File: src/rtl/i2c_master_ctrl.sv
// i2c_master_ctrl: single-byte I2C master (START, 7-bit address + R/W,
// one data byte, STOP). Every bit slot is 4*DIV clk cycles split into four
// quarter-phases. SCL/SDA are open-drain style: 1 releases the line, 0 pulls low.
`timescale 1ns/1ps
module i2c_master_ctrl #(
  parameter int DIV = 12
) (
  input  logic       clk,
  input  logic       rst,
  input  logic       start,
  input  logic       rw,
  input  logic [6:0] addr,
  input  logic [7:0] wdata,
  input  logic       sda_i,
  output logic       busy,
  output logic       done,
  output logic       ack_err,
  output logic [7:0] rdata,
  output logic       scl_o,
  output logic       sda_o
);

  localparam logic [2:0] S_IDLE     = 3'd0;
  localparam logic [2:0] S_START    = 3'd1;
  localparam logic [2:0] S_ADDR     = 3'd2;
  localparam logic [2:0] S_ADDR_ACK = 3'd3;
  localparam logic [2:0] S_DATA     = 3'd4;
  localparam logic [2:0] S_DATA_ACK = 3'd5;
  localparam logic [2:0] S_STOP     = 3'd6;
  localparam logic [2:0] S_DONE     = 3'd7;

  logic [2:0] state;
  logic [7:0] cnt;
  logic [1:0] phase;
  logic [2:0] bitcnt;
  logic       rw_q;
  logic [7:0] addr_rw;
  logic [7:0] wdata_q;

  logic cnt_end;
  logic slot_end;
  logic sample;

  assign cnt_end  = (cnt == 8'(DIV - 1));
  assign slot_end = cnt_end && (phase == 2'd3);
  // SDA is read on the last cycle SCL is high.
  assign sample   = cnt_end && (phase == 2'd2);

  // Quarter-phase timebase; held at zero outside active slots so the first
  // slot starts cleanly on the acceptance edge.
  // NOTE: registered state uses non-blocking assignments so every flop
  // updates from pre-edge values regardless of statement order.
  always_ff @(posedge clk or posedge rst) begin
    if (rst) begin
      cnt   <= '0;
      phase <= '0;
    end else if (state == S_IDLE || state == S_DONE) begin
      cnt   <= '0;
      phase <= '0;
    end else if (cnt_end) begin
      cnt   <= '0;
      phase <= phase + 2'd1;
    end else begin
      cnt <= cnt + 8'd1;
    end
  end

  // Transaction sequencer: captures the request, shifts bits, records ACKs.
  always_ff @(posedge clk or posedge rst) begin
    if (rst) begin
      state   <= S_IDLE;
      bitcnt  <= '0;
      rw_q    <= 1'b0;
      addr_rw <= '0;
      wdata_q <= '0;
      ack_err <= 1'b0;
      rdata   <= '0;
    end else begin
      case (state)
        S_IDLE: begin
          bitcnt <= '0;
          if (start) begin
            rw_q    <= rw;
            addr_rw <= {addr, rw};
            wdata_q <= wdata;
            ack_err <= 1'b0;
            state   <= S_START;
          end
        end
        S_START: if (slot_end) state <= S_ADDR;
        S_ADDR: begin
          if (slot_end) begin
            bitcnt <= bitcnt + 3'd1;
            if (bitcnt == 3'd7) state <= S_ADDR_ACK;
          end
        end
        S_ADDR_ACK: begin
          if (sample && sda_i) ack_err <= 1'b1;
          // ack_err was cleared on acceptance, so here it reflects only
          // the address acknowledge sampled earlier in this slot.
          if (slot_end) state <= ack_err ? S_STOP : S_DATA;
        end
        S_DATA: begin
          if (sample && rw_q) rdata <= {rdata[6:0], sda_i};
          if (slot_end) begin
            bitcnt <= bitcnt + 3'd1;
            if (bitcnt == 3'd7) state <= S_DATA_ACK;
          end
        end
        S_DATA_ACK: begin
          if (sample && !rw_q && sda_i) ack_err <= 1'b1;
          if (slot_end) state <= S_STOP;
        end
        S_STOP: if (slot_end) state <= S_DONE;
        default: state <= S_IDLE;
      endcase
    end
  end

  // Line drive decoded from state/phase/bit index; reset forces IDLE, so
  // both lines release immediately without waiting for a clock edge.
  // NOTE: every output gets a default first so no path infers a latch.
  always_comb begin
    scl_o = 1'b1;
    sda_o = 1'b1;
    case (state)
      S_START: begin
        sda_o = (phase < 2'd2);
        scl_o = (phase != 2'd3);
      end
      S_ADDR, S_ADDR_ACK, S_DATA, S_DATA_ACK: begin
        scl_o = (phase == 2'd1) || (phase == 2'd2);
        if (state == S_ADDR)
          sda_o = addr_rw[3'd7 - bitcnt];
        else if (state == S_DATA && !rw_q)
          sda_o = wdata_q[3'd7 - bitcnt];
      end
      S_STOP: begin
        scl_o = (phase != 2'd0);
        sda_o = (phase >= 2'd2);
      end
      default: ;
    endcase
  end

  assign busy = (state != S_IDLE);
  assign done = (state == S_DONE);

endmodule

File: config.mk
export PLATFORM = sky130hd
export DESIGN_NAME = i2c_master_ctrl
export DESIGN_NICKNAME = d
export VERILOG_FILES = /design/src/rtl/i2c_master_ctrl.sv
export SDC_FILE = /design/constraint.sdc
export NUM_CORES = 1
export LEC_CHECK = 0
export ABC_AREA = 1
export BUFFER_PORTS_ARGS = -buffer_cell sky130_fd_sc_hd__buf_4
export CAP_MARGIN = 20
export CORE_ASPECT_RATIO = 2
export CORE_MARGIN = 5
export CORE_UTILIZATION = 55
export DETAILED_ROUTE_END_ITERATION = 8
export PLACE_DENSITY = 0.75
export SLEW_MARGIN = 15
export SYNTH_ARGS = -nofsm -noshare
export SYNTH_HDL_FRONTEND = slang
export SYNTH_SLANG_ARGS = --single-unit
File: constraint.sdc
create_clock -name clk -period 2.1 [get_ports clk]
set_clock_uncertainty 0.2 [all_clocks]
set_input_delay 0.42 -clock clk [delete_from_list [all_inputs] [get_ports clk]]
set_output_delay 0.42 -clock clk [all_outputs]
set_load 0.02 [all_outputs]
After elaboration in Yosys (flattened, before gate mapping)
Cells that the tools add are included.
Cells by class
  add/sub/neg operators: 4
  $lt $le $gt $ge: 3
  eq/ne operators: 25
  muxes and demuxes: 29
  reductions and logical operators: 23
Operator list (number)
  3-bit two-way mux: 10
  2-bit != test (second input constant): 12
  3-bit case mux with 7 select lines: 1
  8-bit two-way mux: 2
  3-bit == test (second input constant): 5
  1-bit case mux with 3 select lines: 3
  9-bit AND reduction: 1
  8-bit by 1-bit adder with 8-bit output (second input constant): 1
  8-bit by 4-bit == test with 1-bit output (second input constant): 1
  1-bit logical AND: 7
  1-bit two-way mux: 7
  1-bit binary-select mux with 3-bit select: 2
  3-bit by 2-bit == test with 1-bit output (second input constant): 2
  2-bit two-way mux: 3
  3-bit case mux with 2 select lines: 1
  2-bit AND reduction: 3
  2-bit nonzero test: 3
  3-bit nonzero test: 2
  2-bit == test (second input constant): 2
  3-bit by 4-bit < comparator with 1-bit output (second input constant): 1
  4-bit AND reduction: 1
  4-bit OR reduction: 1
  3-bit by 1-bit adder with 3-bit output (second input constant): 1
  3-bit by 1-bit == test with 1-bit output (second input constant): 1
  10 further kinds: 11
Word-level totals
  flip-flop bits (word level): 42
  bits of input ports: 20

Logic depth before layout (Yosys ltp)
  word-level depth: 6
  gate-level depth with buffers: 9
  gate-level depth less buffers: 9

Worst setup path before layout
OpenSTA, ideal clock, no wires.
  kind: register to output
  from: reg state[0]
  to: out scl_o
  arrival time: 1183 ps
  slack: 297 ps
  stages on the path, launching flop included: 6
  path buffers: 0
  cells stage by stage: dfrtp_1 > nor2_1 > nand2_2 > o21ai_2 > inv_2 > nand3b_1
Between the ends
  word-level cells in the longest chain between the ends: 3
  elaborated cells on any way between the ends: 8
  classes of those cells: eq/ne (6); mux (1); reduce/logical (1)
Ends and longest elaborated chain
  start: declaration: RTL line 32  | logic [2:0] state;
  start signal: assignment: RTL line 101  | if (slot_end) state <= ack_err ? S_STOP : S_DATA;
  3-bit by 2-bit == test with 1-bit output / 3-bit == test (equally long branches): RTL line 126  | case (state)
  4-bit OR reduction: RTL line 126
  1-bit case mux with 3 select lines (*): RTL line 126
  end: declaration: RTL line 19  | output logic scl_o,
Every way passes the cells marked *; elsewhere a longest branch is shown, timed or not.

Final worst setup path
  from: reg state[0]
  to: out sda_o
Between the ends
  word-level cells in the longest chain between the ends: 5
  elaborated cells on any way between the ends: 11
  classes of those cells: eq/ne (6); mux (3); reduce/logical (2)
Ends and longest elaborated chain
  3-bit == test: RTL line 126, 135
  1-bit logical AND: RTL line 135  | else if (state == S_DATA && !rw_q)
  1-bit two-way mux: RTL line 135
  1-bit two-way mux: RTL line 133  | if (state == S_ADDR)
  1-bit case mux with 3 select lines (*): RTL line 126
  end: declaration: RTL line 20  | output logic sda_o
Marked as above.

==> flow_metrics.py <==
metrics = {
    "worst_setup_path": {
        "critPathMaxStageDelay_ps": 460,
        "arrival_ps": 1510,
        "cpMostUsedCell": "nand3_2",
        "crit_chain": "nor2_4, nand2_4, nor2_2, nand3_2, nand3_2, nand2_2, buf_6",
        "crit_path_start_kind": "flop",
        "crit_required_ps": 1480,
        "cp_max_fo": 5,
        "critPathKind": "flop to output pin",
        "endpoint_kind": "output pin",
        "crit_slowest_cell": "dfrtp_2",
    },
    "routing": {
        "antenna_left": 0,
        "wl_per_cell_um": 12.8,
        "vias": 1940,
        "viasPerCell": 5.19,
        "drtIter0Drc": 43,
        "first_pass_iters": 4,
        "drc": 0,
        "wl_mm": 4.78,
    },
    "floorplan": {
        "chipWidth_um": 54.2,
        "ios": 33,
        "initial_utilization_pct": 56.0,
        "die_height_um": 98.5,
        "core_area_mm2": 0.00384,
        "rows": 32,
        "die-area_mm2": 0.00534,
    },
    "run": {
        "max_cap_violations": 0,
    },
    "logic_synthesis": {
        "async_reset_ff_share_pct": 100,
        "synth_ff_type": "dfrtp_1",
        "yosys-top-cells-count": "nand2_1, dfrtp_1, nand3_1",
        "syn_nets": 301,
        "synth_top_area_share_pct": 47.7,
        "seq_area_frac_synth_pct": 47.7,
        "synth_cell_types": 25,
        "yosys_warnings": 0,
        "synth_area_leaders": "dfrtp_1, nand2_1, nand3_1, inv_1, ha_1",
        "ys_ff_latch": 41,
        "yosys.area.top_type": "dfrtp_1",
        "synth_cells": 275,
        "synth_edf_count": 0,
        "syn-cell-area_mm2": 0.00215,
        "yosysMostFrequentCell": "nand2_1",
        "syn_avg_cell_area_um2": 7.83,
    },
    "layout": {
        "drive_gt1_share_pct": 27.2,
        "synthToLayoutAreaGrowth_pct": 25.2,
        "multiInputGateArea_mm2": 0.00105,
        "register_area_mm2": 0.00103,
        "fill_cells": 342,
        "antennaDiodeCount": 0,
        "final_nets": 348,
        "fin_area_mm2": 0.00269,
    },
    "sta": {
        "setup_violations": 1,
        "layout_min_cycle_time_ps": 2130,
        "slew_viol_final": 0,
        "totalNegativeSetupSlack_ps": -31.4,
        "whs_ps": 53.9,
        "timing.final.crit_share_pct": 101,
        "rsz0062_at_grt": "true",
        "hold_viol_final": 0,
        "setup_ws_ps": -31.4,
        "worstMarginPinSlew_ps": 512,
        "fmax_mhz": 469,
        "max_slew_margin_pct": 65.9,
    },
    "pwr": {
        "power_frac_seq_pct": 37.0,
        "p_sw_w": 0.00134,
        "leakage_nw": 1.46,
        "p_clk_share_pct": 15.5,
        "ir_drop_v": 0.000995,
        "p_int_w": 0.00185,
        "swShare_pct": 41.9,
        "pwr-share-comb_pct": 47.5,
        "powerDensity_mw_per_mm2": 1190,
    },
    "clock_tree": {
        "cts_tree": "yes",
        "numCtsBuffers": 5,
        "clock_path_buffers": 2,
        "cts-root-buf": "clkbuf_8",
        "clkLatencyLatePin_ps": 290,
        "clk_pin_slew_ps": 80,
        "cts_sinks": 41,
        "cts-htree-levels": 2,
    },
    "grt": {
        "grt.overflow.total": 0,
        "grt_max_degree": 42,
        "antenna_found_initial": 0,
        "grt_pass1_wl_mm": 7.97,
        "grt_pass1_vias": 1870,
        "grtUsageTotal_pct": 20.0,
    },
    "placed_design": {
        "pre_cts_slack_ps": 182,
        "dpl_cell_area_mm2": 0.00246,
        "dp_hpwl_mm": 3.43,
        "portBuffers": 32,
        "gp_congestion": 0.961,
    },
    "status": {
        "status": "finished, violations left",
        "violations": "negative setup slack",
    },
    "min_path": {
        "hold_path_class": "input port to async pin",
    },
}
[per-layer routing]
metal | part of all wire, % | vias to the layer above | global-route usage, %
li1 | - | 957 | -
met1 | 38 | 928 | 22.1
met2 | 55 | 44 | 34.3
met3 | 3.6 | 11 | 3.93
met4 | 2.6 | 0 | 9.60
met5 | 0 | - | 0
[stage by stage]
stage | utilization, % | total power [W] | std cells
after floorplan | - | 0.00207 | 275
after global placement | 64.0 | 0.00238 | 358
after detailed placement | 64.0 | 0.00241 | 358
after CTS | 68.5 | 0.00307 | 371
after global routing | 70.1 | 0.00345 | 374
final | 70.1 | 0.00319 | 374
[area by class of cell]
class | count | share of cell area (%)
sequential | 41 | 38.3
inverter | 34 | 4.83
tap | 51 | 2.37
timing repair buffer | 43 | 12.4
clock buffer | 8 | 2.97
multi-input combinational | 197 | 39.2
[path summary, 6_finish.rpt]
kind | start | cells after the start | slack, ps | endpoint
max | state[0] | 7 | -30 | sda_o
min | rst | 3 | 50 | wdata_q[4]
max reg2reg | state[0] | 11 | 290 | state[0]
min reg2reg | addr_rw[7] | 2 | 270 | addr_rw[7]
max in group asynchronous | rst | 3 | 1260 | bitcnt[1]
min in group clk | addr[5] | 3 | 120 | addr_rw[6]
[power groups by stage]
stage | clock network (W) | logic, W | registers, W
final | 0.000494 | 0.00152 | 0.00118
after global routing | 0.000539 | 0.00169 | 0.00121
after CTS | 0.000501 | 0.00140 | 0.00117
after detailed placement | 0 | 0.00124 | 0.00117
after global placement | 0 | 0.00122 | 0.00116
after floorplan | 0 | 0.000939 | 0.00113
[cells by family (layout without fill, tap and decap cells)]
kind of cell    after synthesis  after routing  synth area share [%]
buf+inv                      37             85                  6.80
fa+ha+maj                     6              6                  3.49
xor+xnor                      3              3                  1.22
compound gates               17             17                  4.19
simple gates                171            171                  36.6
flops                        41             41                  47.7
[layout by cell type (no fill, tap or decap)]
| cell | count |
|---|---|
| nor2_1 | 17 |
| o22ai_1 | 1 |
| dfrtp_2 | 4 |
| nor3b_2 | 1 |
| inv_1 | 25 |
| nor2_2 | 4 |
| nor3_1 | 3 |
| nand2_1 | 90 |
| nor2_8 | 1 |
| xor2_1 | 2 |
| inv_2 | 8 |
| nand4_1 | 2 |
| nand2_2 | 5 |
| clkbuf_1 | 3 |
| a21oi_1 | 1 |
| o21ai_0 | 14 |
| nand3b_4 | 1 |
| dfrtp_1 | 37 |
| nand3_2 | 5 |
| o21ai_4 | 1 |
| nand3b_1 | 1 |
| buf_4 | 40 |
| nor2_4 | 5 |
| xnor2_1 | 1 |
| nand3_1 | 32 |
| inv_4 | 1 |
| nor3_2 | 1 |
| clkbuf_8 | 5 |
| nand2_4 | 3 |
| ha_1 | 6 |
| buf_6 | 3 |
[registers in the layout (all words and copies together), names as in the netlist]
signal	count
addr_rw	8
bitcnt	3
cnt	8
wdata_q	8
rdata	8
phase	2
ack_err	1
state	3
[worst max-delay path, delay by kind of cell (launching register included)]
family / cells / cell delay, ps
buffers and inverters: 1 / 130
and+or+nand+nor: 6 / 630
DFF: 1 / 460
[repair_timing]
| item | in CTS | in global routing |
|---|---|---|
| resized for setup | 19 | 12 |
| cloned | 0 | 0 |
| setup endpoints to repair | 2 | 2 |
| setup buffers | 5 | 3 |
| hold buffers | 0 | 0 |
| pin swaps | 4 | 4 |
Note: power is estimated with default switching activity, not from simulation.
